File: config.mk
export PLATFORM = sky130hd
export DESIGN_NAME = ir_dual_dispatch
export DESIGN_NICKNAME = d
export VERILOG_FILES = /design/src/rtl/ir_dual_dispatch.sv
export SDC_FILE = /design/constraint.sdc
export NUM_CORES = 1
export LEC_CHECK = 0
export CAP_MARGIN = 10
export CORE_AREA = 2 2 142 144
export DETAILED_ROUTE_END_ITERATION = 16
export DIE_AREA = 0 0 144 146
export PLACE_DENSITY = 0.77
export SYNTH_ARGS = -nofsm -noshare
export SYNTH_HDL_FRONTEND = slang
export SYNTH_SLANG_ARGS = --single-unit
File: constraint.sdc
create_clock -name clk_i -period 5.4 [get_ports clk_i]
set_input_delay 0.54 -clock clk_i [delete_from_list [all_inputs] [get_ports clk_i]]
set_output_delay 0.54 -clock clk_i [all_outputs]
set_load 0.02 [all_outputs]
File: src/rtl/ir_dual_dispatch.sv
// Dual-issue dispatch from the IR instruction queue head into the IR->RR pipeline register.
// Splits dependent pairs, issues serialising instructions alone and keeps issue statistics.

package ir_dual_dispatch_pkg;
    localparam int NUM_SCALAR_INSTR = 2;

    typedef struct packed {
        logic        valid;
        logic [31:0] pc;
        logic [4:0]  rd;
        logic [4:0]  rs1;
        logic [4:0]  rs2;
        logic        regfile_we;
        logic        stall_csr_fence;
    } instr_t;

    typedef struct packed {
        instr_t      instr;
        logic [31:0] imm;
    } id_ir_stage_t;
endpackage

module ir_dual_dispatch
    import ir_dual_dispatch_pkg::*;
#(
    parameter int CNT_WIDTH = 16
) (
    input  logic                        clk_i,
    input  logic                        rstn_i,
    input  id_ir_stage_t                instruction_S_i [NUM_SCALAR_INSTR],
    input  logic                        empty_i,
    input  logic                        flush_i,
    input  logic                        stall_i,
    input  logic                        serial_done_i,
    output logic [NUM_SCALAR_INSTR-1:0] read_head_S_o,
    output id_ir_stage_t                instruction_S_o [NUM_SCALAR_INSTR],
    output logic                        serial_busy_o,
    output logic [CNT_WIDTH-1:0]        dual_cnt_o,
    output logic [CNT_WIDTH-1:0]        split_cnt_o
);

    typedef enum logic {
        RUN         = 1'b0,
        WAIT_SERIAL = 1'b1
    } state_e;

    state_e                      r_state;
    state_e                      w_next_state;
    id_ir_stage_t                r_out      [NUM_SCALAR_INSTR];
    id_ir_stage_t                w_out_next [NUM_SCALAR_INSTR];
    logic [CNT_WIDTH-1:0]        r_dual_cnt;
    logic [CNT_WIDTH-1:0]        r_split_cnt;
    logic [NUM_SCALAR_INSTR-1:0] w_pop;
    logic                        w_split;
    logic                        w_v0;
    logic                        w_v1;
    logic                        w_dep;
    logic                        w_ser0;
    logic                        w_ser1;
    logic                        w_go;

    assign w_v0   = !empty_i && instruction_S_i[0].instr.valid;
    assign w_v1   = w_v0 && instruction_S_i[1].instr.valid;
    assign w_ser0 = instruction_S_i[0].instr.stall_csr_fence;
    assign w_ser1 = instruction_S_i[1].instr.stall_csr_fence;
    assign w_dep  = instruction_S_i[0].instr.regfile_we
                 && (instruction_S_i[0].instr.rd != 5'd0)
                 && ((instruction_S_i[1].instr.rs1 == instruction_S_i[0].instr.rd)
                  || (instruction_S_i[1].instr.rs2 == instruction_S_i[0].instr.rd));

    // Reset gates issue so the pop strobes read zero while reset is held.
    assign w_go = rstn_i && (r_state == RUN) && !stall_i && !flush_i;

    // NOTE: every signal driven here gets a default first so no latch is inferred.
    always_comb begin
        w_pop        = '0;
        w_split      = 1'b0;
        w_next_state = r_state;
        if (flush_i) begin
            w_next_state = RUN;
        end else if (r_state == WAIT_SERIAL) begin
            if (serial_done_i) w_next_state = RUN;
        end else if (w_go && w_v0) begin
            w_pop[0] = 1'b1;
            if (w_ser0) begin
                w_next_state = WAIT_SERIAL;
            end else if (w_v1 && !w_dep && !w_ser1) begin
                w_pop[1] = 1'b1;
            end else if (w_v1) begin
                w_split = 1'b1;
            end
        end
    end

    always_comb begin
        w_out_next = r_out;
        if (flush_i || (!stall_i && r_state == WAIT_SERIAL)) begin
            w_out_next = '{default: '0};
        end else if (!stall_i) begin
            for (int s = 0; s < NUM_SCALAR_INSTR; s++)
                w_out_next[s] = w_pop[s] ? instruction_S_i[s] : '0;
        end
    end

    // NOTE: sequential state uses non-blocking assignments so all registers update together.
    always_ff @(posedge clk_i or negedge rstn_i) begin
        if (!rstn_i) begin
            r_state     <= RUN;
            r_out       <= '{default: '0};
            r_dual_cnt  <= '0;
            r_split_cnt <= '0;
        end else begin
            r_state <= w_next_state;
            r_out   <= w_out_next;
            if ((&w_pop) && (r_dual_cnt != '1))
                r_dual_cnt <= r_dual_cnt + 1'b1;
            if (w_split && (r_split_cnt != '1))
                r_split_cnt <= r_split_cnt + 1'b1;
        end
    end

    assign read_head_S_o   = w_pop;
    assign instruction_S_o = r_out;
    assign serial_busy_o   = (r_state == WAIT_SERIAL);
    assign dual_cnt_o      = r_dual_cnt;
    assign split_cnt_o     = r_split_cnt;

endmodule

==> results.md, run 1 <==
- Run status: finished, final reports clean
- Top_reg_cell synth: dfrtp_1
- Largest net degree at the start of global routing: 152
- First-pass GRT wire length: 34500 um
- Worst path arrival time: 3.16 ns
- Mapped Cells: 537
- Adder-Cell Fraction of Synth Area: 0.334%
- Pwr/cell area: 251 mW/mm^2
- Worst ir drop on vdd: 0.187 mV
- Hold Buf Count CTS: 0
- Via count: 6002
- Final worst path period need: 3.70 ns
- Total die area: 0.0210 mm^2
- Sequential power share: 49.8%
- DRC viols: 0
- Mux share of post-synthesis cell area: 0.451%
- Worst-skew pair later-pin latency: 0.42 ns
- Post-DP HPWL: 15600 um
- Vias/cell: 5.16
- Post-CTS Setup Inserts: 0
- CP endpoint kind: output pin
- Crit Path Max Fanout: 18
- Mapped Nets: 709
- Ranking of synthesized cells by area: dfrtp_1 (66%), a22o_1 (19%), xor2_1 (2.7%)
- Final Power: 3.00 mW
- Internal Power: 2.33 mW
- Static Leak: 5.26 nW
- Sw frac: 22.6%
- Max-slew violations: 0
- TritonCTS clock tree: built
- Clock tree buffer depth: 2
- YS warnings: 0
- Simple-Gate Fraction of Synth Area: 6.62%
- Input/output buffers: 368
- Number of flops mapped to enable cells by yosys: 0
- PnR worst setup slack: 1.70 ns
- TritonRoute pass-1 iters: 4
- Worst R2R Start: serial_busy_o$_DFF_PN0_
- Register-to-register setup slack: 2.72 ns
- Total gr overflow: 0
- Initial Util: 38.7%
- Main combinational cell family by area after synthesis: compound AO/OA/AOI/OAI gates
- Clock power share: 41.6%
- Worst Path Required: 4.86 ns
- Antenna cell count: 0
- Clock sinks: 197
- Number of synthesized register bits: 197
- Fmax: 271 MHz
- Worst-Margin Slew: 1.00 ns
- DIE WIDTH: 144 um
- Avg Cell Area, Syn: 13.9 um^2
- Die Ht: 146 um
- Syn Std Cell Area: 0.00749 mm^2
- Synth Area in Compound Gates: 19.7%
- DP Area: 0.0114 mm^2
- Rows: 51
- Reg2Reg Depth: 6
- Area leader, netlist: dfrtp_1
- # Max-Cap Violations: 0
- DRC marker count from the first detailed-route iteration: 224
- Layout area overhead: 60.0%
- Routability cong.: 0.818
- Depth of the CTS H-tree: 4
- Top cell type's share of synthesized area: 65.9%
- Num CTS Buffers: 17
- Final instance area: 0.0120 mm^2
- Clock slew at reported path FFs: 0.07 ns
- XOR/XNOR Fraction of Synth Area: 4.56%
- Post-CTS resize count: 0
- Pre-CTS WS: 1.70 ns
- Sequential fraction of the synthesis area: 65.9%
- Tcrit/Tclk final: 68.5%
- Final net count: 1061
- Initial antenna violation count: 0
- Final TNS setup: 0 ns
- Final wirelength: 22600 um
- Final hold vios: 0
- GR Util All Layers: 21.4%
- Root buf cell: clkbuf_16
- Slew headroom: 33.2%
- CP startpoint kind: input port
- Setup-failing EPs final: 0
- Distinct cell type count after synthesis: 38
- Ys async rst share: 100%
- Layout cell share with drive strength beyond 1: 5.12%
- Number of global-route vias before repair: 6133
- RSZ-0062 raised after global routing: false
- Post-route ant nets: 0
- Total net switching power: 0.677 mW
- Io pins: 369
- Critical path type: input port to output pin
- Core ar.: 0.0193 mm^2
- Worst R2R End: split_cnt_o[15]$_DFFE_PN0P_
- WL per Instance: 19.5 um
- Clk_skew: 0.00935 ns
- Hold Crit Class: input port to asynchronous set/reset pin
- Comb pwr share: 8.6%
[stage by stage]
stage | utilization [%] | hold slack [ns] | cells
finish | 61.9 | 0.0976 | 1163
global route | 61.9 | 0.125 | 1163
CTS | 61.9 | 0.108 | 1163
detailed placement | 59.0 | 0.469 | 1135
global placement | 59.0 | 0.460 | 1135
floorplan | - | 0.244 | 537
[state kept, by name, indices dropped and copies added (netlist names)]
signal           count
instruction_S_o    164
dual_cnt_o          16
split_cnt_o         16
serial_busy_o        1
[layer usage]
metal | share of wire, % | global-route usage (%) | vias up
met2 | 49 | 34.3 | 255
met4 | 2.1 | 7.21 | 0
met3 | 7.8 | 7.34 | 32
met1 | 42 | 27.1 | 2996
li1 | - | - | 2719
met5 | 0 | 0 | -
[logic make-up (layout without fill, tap and decap cells)]
logic type	after synthesis	count (layout)
AO/OA/AOI/OAI	168	168
multiplexers	3	3
AND/OR/NAND/NOR	84	84
flip-flops	197	197
buffers and inverters	44	405
adder cells (fa/ha/maj)	2	2
XOR/XNOR	39	39
[final cells by class]
cell class,count,area (um^2)
fill,1496,7360
sequential,197,4930
timing repair buffer,372,3740
multi-input combinational,296,2390
clock buffer,18,439
tap,265,332
clock inverter,10,123
inverter,5,18.8
[cell usage after synthesis, types with 3 or more instances]
| cell | n |
|---|---|
| a22o_1 | 160 |
| buf_2 | 10 |
| clkbuf_1 | 27 |
| dfrtp_1 | 197 |
| inv_1 | 5 |
| mux2_1 | 3 |
| nand2_1 | 16 |
| nand3_1 | 9 |
| nand4_1 | 12 |
| nor2_1 | 10 |
| nor3_1 | 7 |
| nor3_2 | 4 |
| nor4_1 | 5 |
| xnor2_1 | 16 |
| xor2_1 | 23 |
[critical path: stages]
cell             delay [ns]
clkdlybuf4s50_1        0.50
xor2_1                 0.20
nor3_1                 0.21
a22oi_1                0.17
o21ai_2                0.81
nor2_4                 0.07
clkdlybuf4s50_1        0.65
[cells in the final DEF, fill, tap and decap left out, types with 3 or more instances in the layout]
cell type,count
nand3_1,9
clkbuf_16,17
a22o_1,160
nor2_1,8
mux2_1,3
xor2_1,23
clkdlybuf4s50_1,367
inv_1,5
nand4_1,12
nor4_1,5
nor3_2,4
xnor2_1,16
inv_6,4
dfrtp_1,197
clkinvlp_4,3
nand2_1,16
nor3_1,7
[power by group through the flow]
stage          clock network (mW)  logic [mW]  registers, mW
4_1_cts                      1.28       0.260           1.50
2_1_floorplan                   0      0.0443           1.54
3_5_place_dp                    0       0.260           1.52
5_1_grt                      1.34       0.277           1.50
3_3_place_gp                    0       0.257           1.52
6_report                     1.25       0.257           1.50
[worst max-delay path by stage]
| stage | start | end |
|---|---|---|
| after floorplan | instruction_S_i[129] | read_head_S_o[1] |
| after global placement | instruction_S_i[128] | read_head_S_o[1] |
| after detailed placement | instruction_S_i[128] | read_head_S_o[1] |
| after CTS | instruction_S_i[128] | read_head_S_o[1] |
| after global routing | instruction_S_i[128] | read_head_S_o[1] |
| final | instruction_S_i[128] | read_head_S_o[1] |
No activity file was read; power rests on OpenSTA's default activity.
==> run 2, diff against run 1 <==
CORE_AREA = default   (was 2 2 142 144)
CORE_UTILIZATION = 37   (was default)
DIE_AREA = default   (was 0 0 144 146)
clock period = 3.19 ns   (was 5.4 ns; I/O delays follow)
==> run 2 against run 1 <==
Routed wire length grew 0.34%. Power grew 67%. Utilization shrank 0.62 points. Highest routed layer unchanged. Register-to-register slack lost 2.1 ns. Count of clock-buffer cells in the layout is the same. First-iteration DRC count grew 41%. Sequential power grew 69%. Critical path depth shrank 2. Cell area grew 0.64%.
==> results.md, run 2 (synthesized netlist as in run 1, its figures left out) <==
- Layout area overhead: 61.0%
- Routability cong.: 0.788
- RSZ-0062 raised after global routing: false
- Post-CTS Setup Inserts: 0
- Max-slew violations: 0
- Initial antenna violation count: 0
- Setup-failing EPs final: 0
- Max reg flops: 164
- Most frequent cells in the layout: clkdlybuf4s50_1 (367), dfrtp_1 (197), a22o_1 (160)
- Tcrit/Tclk final: 93.9%
- Final worst path period need: 2.99 ns
- Static Leak: 5.30 nW
- Slew headroom: 47.8%
- Die Ht: 144 um
- Clock slew at reported path FFs: 0.07 ns
- Antenna cell count: 0
- Clk_skew: 0.0130 ns
- CP startpoint kind: input port
- Hold Buf Count CTS: 0
- Fmax: 334 MHz
- Layout cell share with drive strength beyond 1: 6.27%
- TritonCTS clock tree: built
- GR Util All Layers: 21.7%
- Commonest non-fill, non-tap cell in the layout: clkdlybuf4s50_1
- Number of global-route vias before repair: 6046
- TritonRoute pass-1 iters: 4
- Total gr overflow: 0
- DRC marker count from the first detailed-route iteration: 316
- Num CTS Buffers: 17
- Io pins: 369
- Pwr/cell area: 416 mW/mm^2
- Input/output buffers: 368
- Post-DP HPWL: 16200 um
- Worst Path Required: 2.87 ns
- Final hold vios: 0
- Final TNS setup: 0 ns
- First-pass GRT wire length: 34100 um
- Total die area: 0.0208 mm^2
- CP endpoint kind: output pin
- Post-route ant nets: 0
- WL per Instance: 19.3 um
- Largest net degree at the start of global routing: 138
- Clock sinks: 197
- Pre-CTS WS: 0.180 ns
- Clock tree buffer depth: 2
- Crit Path Max Fanout: 3
- Root buf cell: clkbuf_16
- Core Util, Final: 61.3%
- Hold Crit Class: input port to asynchronous set/reset pin
- DIE WIDTH: 144 um
- # Max-Cap Violations: 0
- Worst path arrival time: 2.68 ns
- Worst ir drop on vdd: 0.321 mV
- Run status: finished, final reports clean
- Initial Util: 38.1%
- Worst-skew pair later-pin latency: 0.43 ns
- Final wirelength: 22700 um
- DRC viols: 0
- Core ar.: 0.0197 mm^2
- Depth of the CTS H-tree: 4
- Rows: 51
- Worst-Margin Slew: 0.783 ns
- Post-CTS resize count: 0
- Final net count: 1069
- PnR worst setup slack: 0.196 ns
- Vias/cell: 5.10
- Critical path type: input port to output pin
- Via count: 5988
[run 2: power by group]
group          internal [mW]  total (mW)  switching, mW
sequential              2.52        2.53         0.0165
combinational          0.256       0.445          0.189
clock                   1.04        2.04          0.996
[run 2: final timing paths]
kind | start | end | slack, ns | cells past startpoint
max | flush_i | read_head_S_o[1] | 0.20 | 5
min | rstn_i | split_cnt_o[10]$_DFFE_PN0P_ | 0.06 | 2
max reg2reg | serial_busy_o$_DFF_PN0_ | dual_cnt_o[1]$_DFFE_PN0P_ | 0.66 | 5
min reg2reg | instruction_S_o[114]$_DFFE_PN0P_ | instruction_S_o[114]$_DFFE_PN0P_ | 0.49 | 2
max in group asynchronous | rstn_i | instruction_S_o[85]$_DFFE_PN0P_ | 1.80 | 3
min in group clk_i | instruction_S_o[114]$_DFFE_PN0P_ | instruction_S_o[114]$_DFFE_PN0P_ | 0.49 | 2
[run 2: metrics by stage]
step           power, mW  std cells  hold WS, ns  cell area [um^2]
2_1_floorplan       2.68        537       0.0234              7490
3_3_place_gp        3.02       1143        0.461             11500
3_5_place_dp        3.03       1143        0.467             11500
4_1_cts             5.07       1174       0.0967             12100
5_1_grt             5.22       1174        0.115             12100
6_report            5.02       1174       0.0640             12100
[run 2: routing by layer]
layer | GRT usage [%] | vias up | part of all wire [%]
li1 | - | 2741 | -
met1 | 28.1 | 2977 | 42
met3 | 6.99 | 26 | 7.8
met2 | 34.4 | 244 | 49
met4 | 6.93 | 0 | 1.7
met5 | 0 | - | 0
[run 2: final cells by class]
cell class                 instances  area [um^2]
clock buffer                      18          439
tap                              265          332
fill                            1550         7600
inverter                           5         18.8
sequential                       197         4930
timing repair buffer             380         3830
clock inverter                    13          114
multi-input combinational        296         2390
[run 2: critical path: stages]
cell	delay, ns
clkdlybuf4s50_1	0.48
or4b_1	0.61
or3_1	0.42
nor2_4	0.20
clkdlybuf4s50_1	0.64
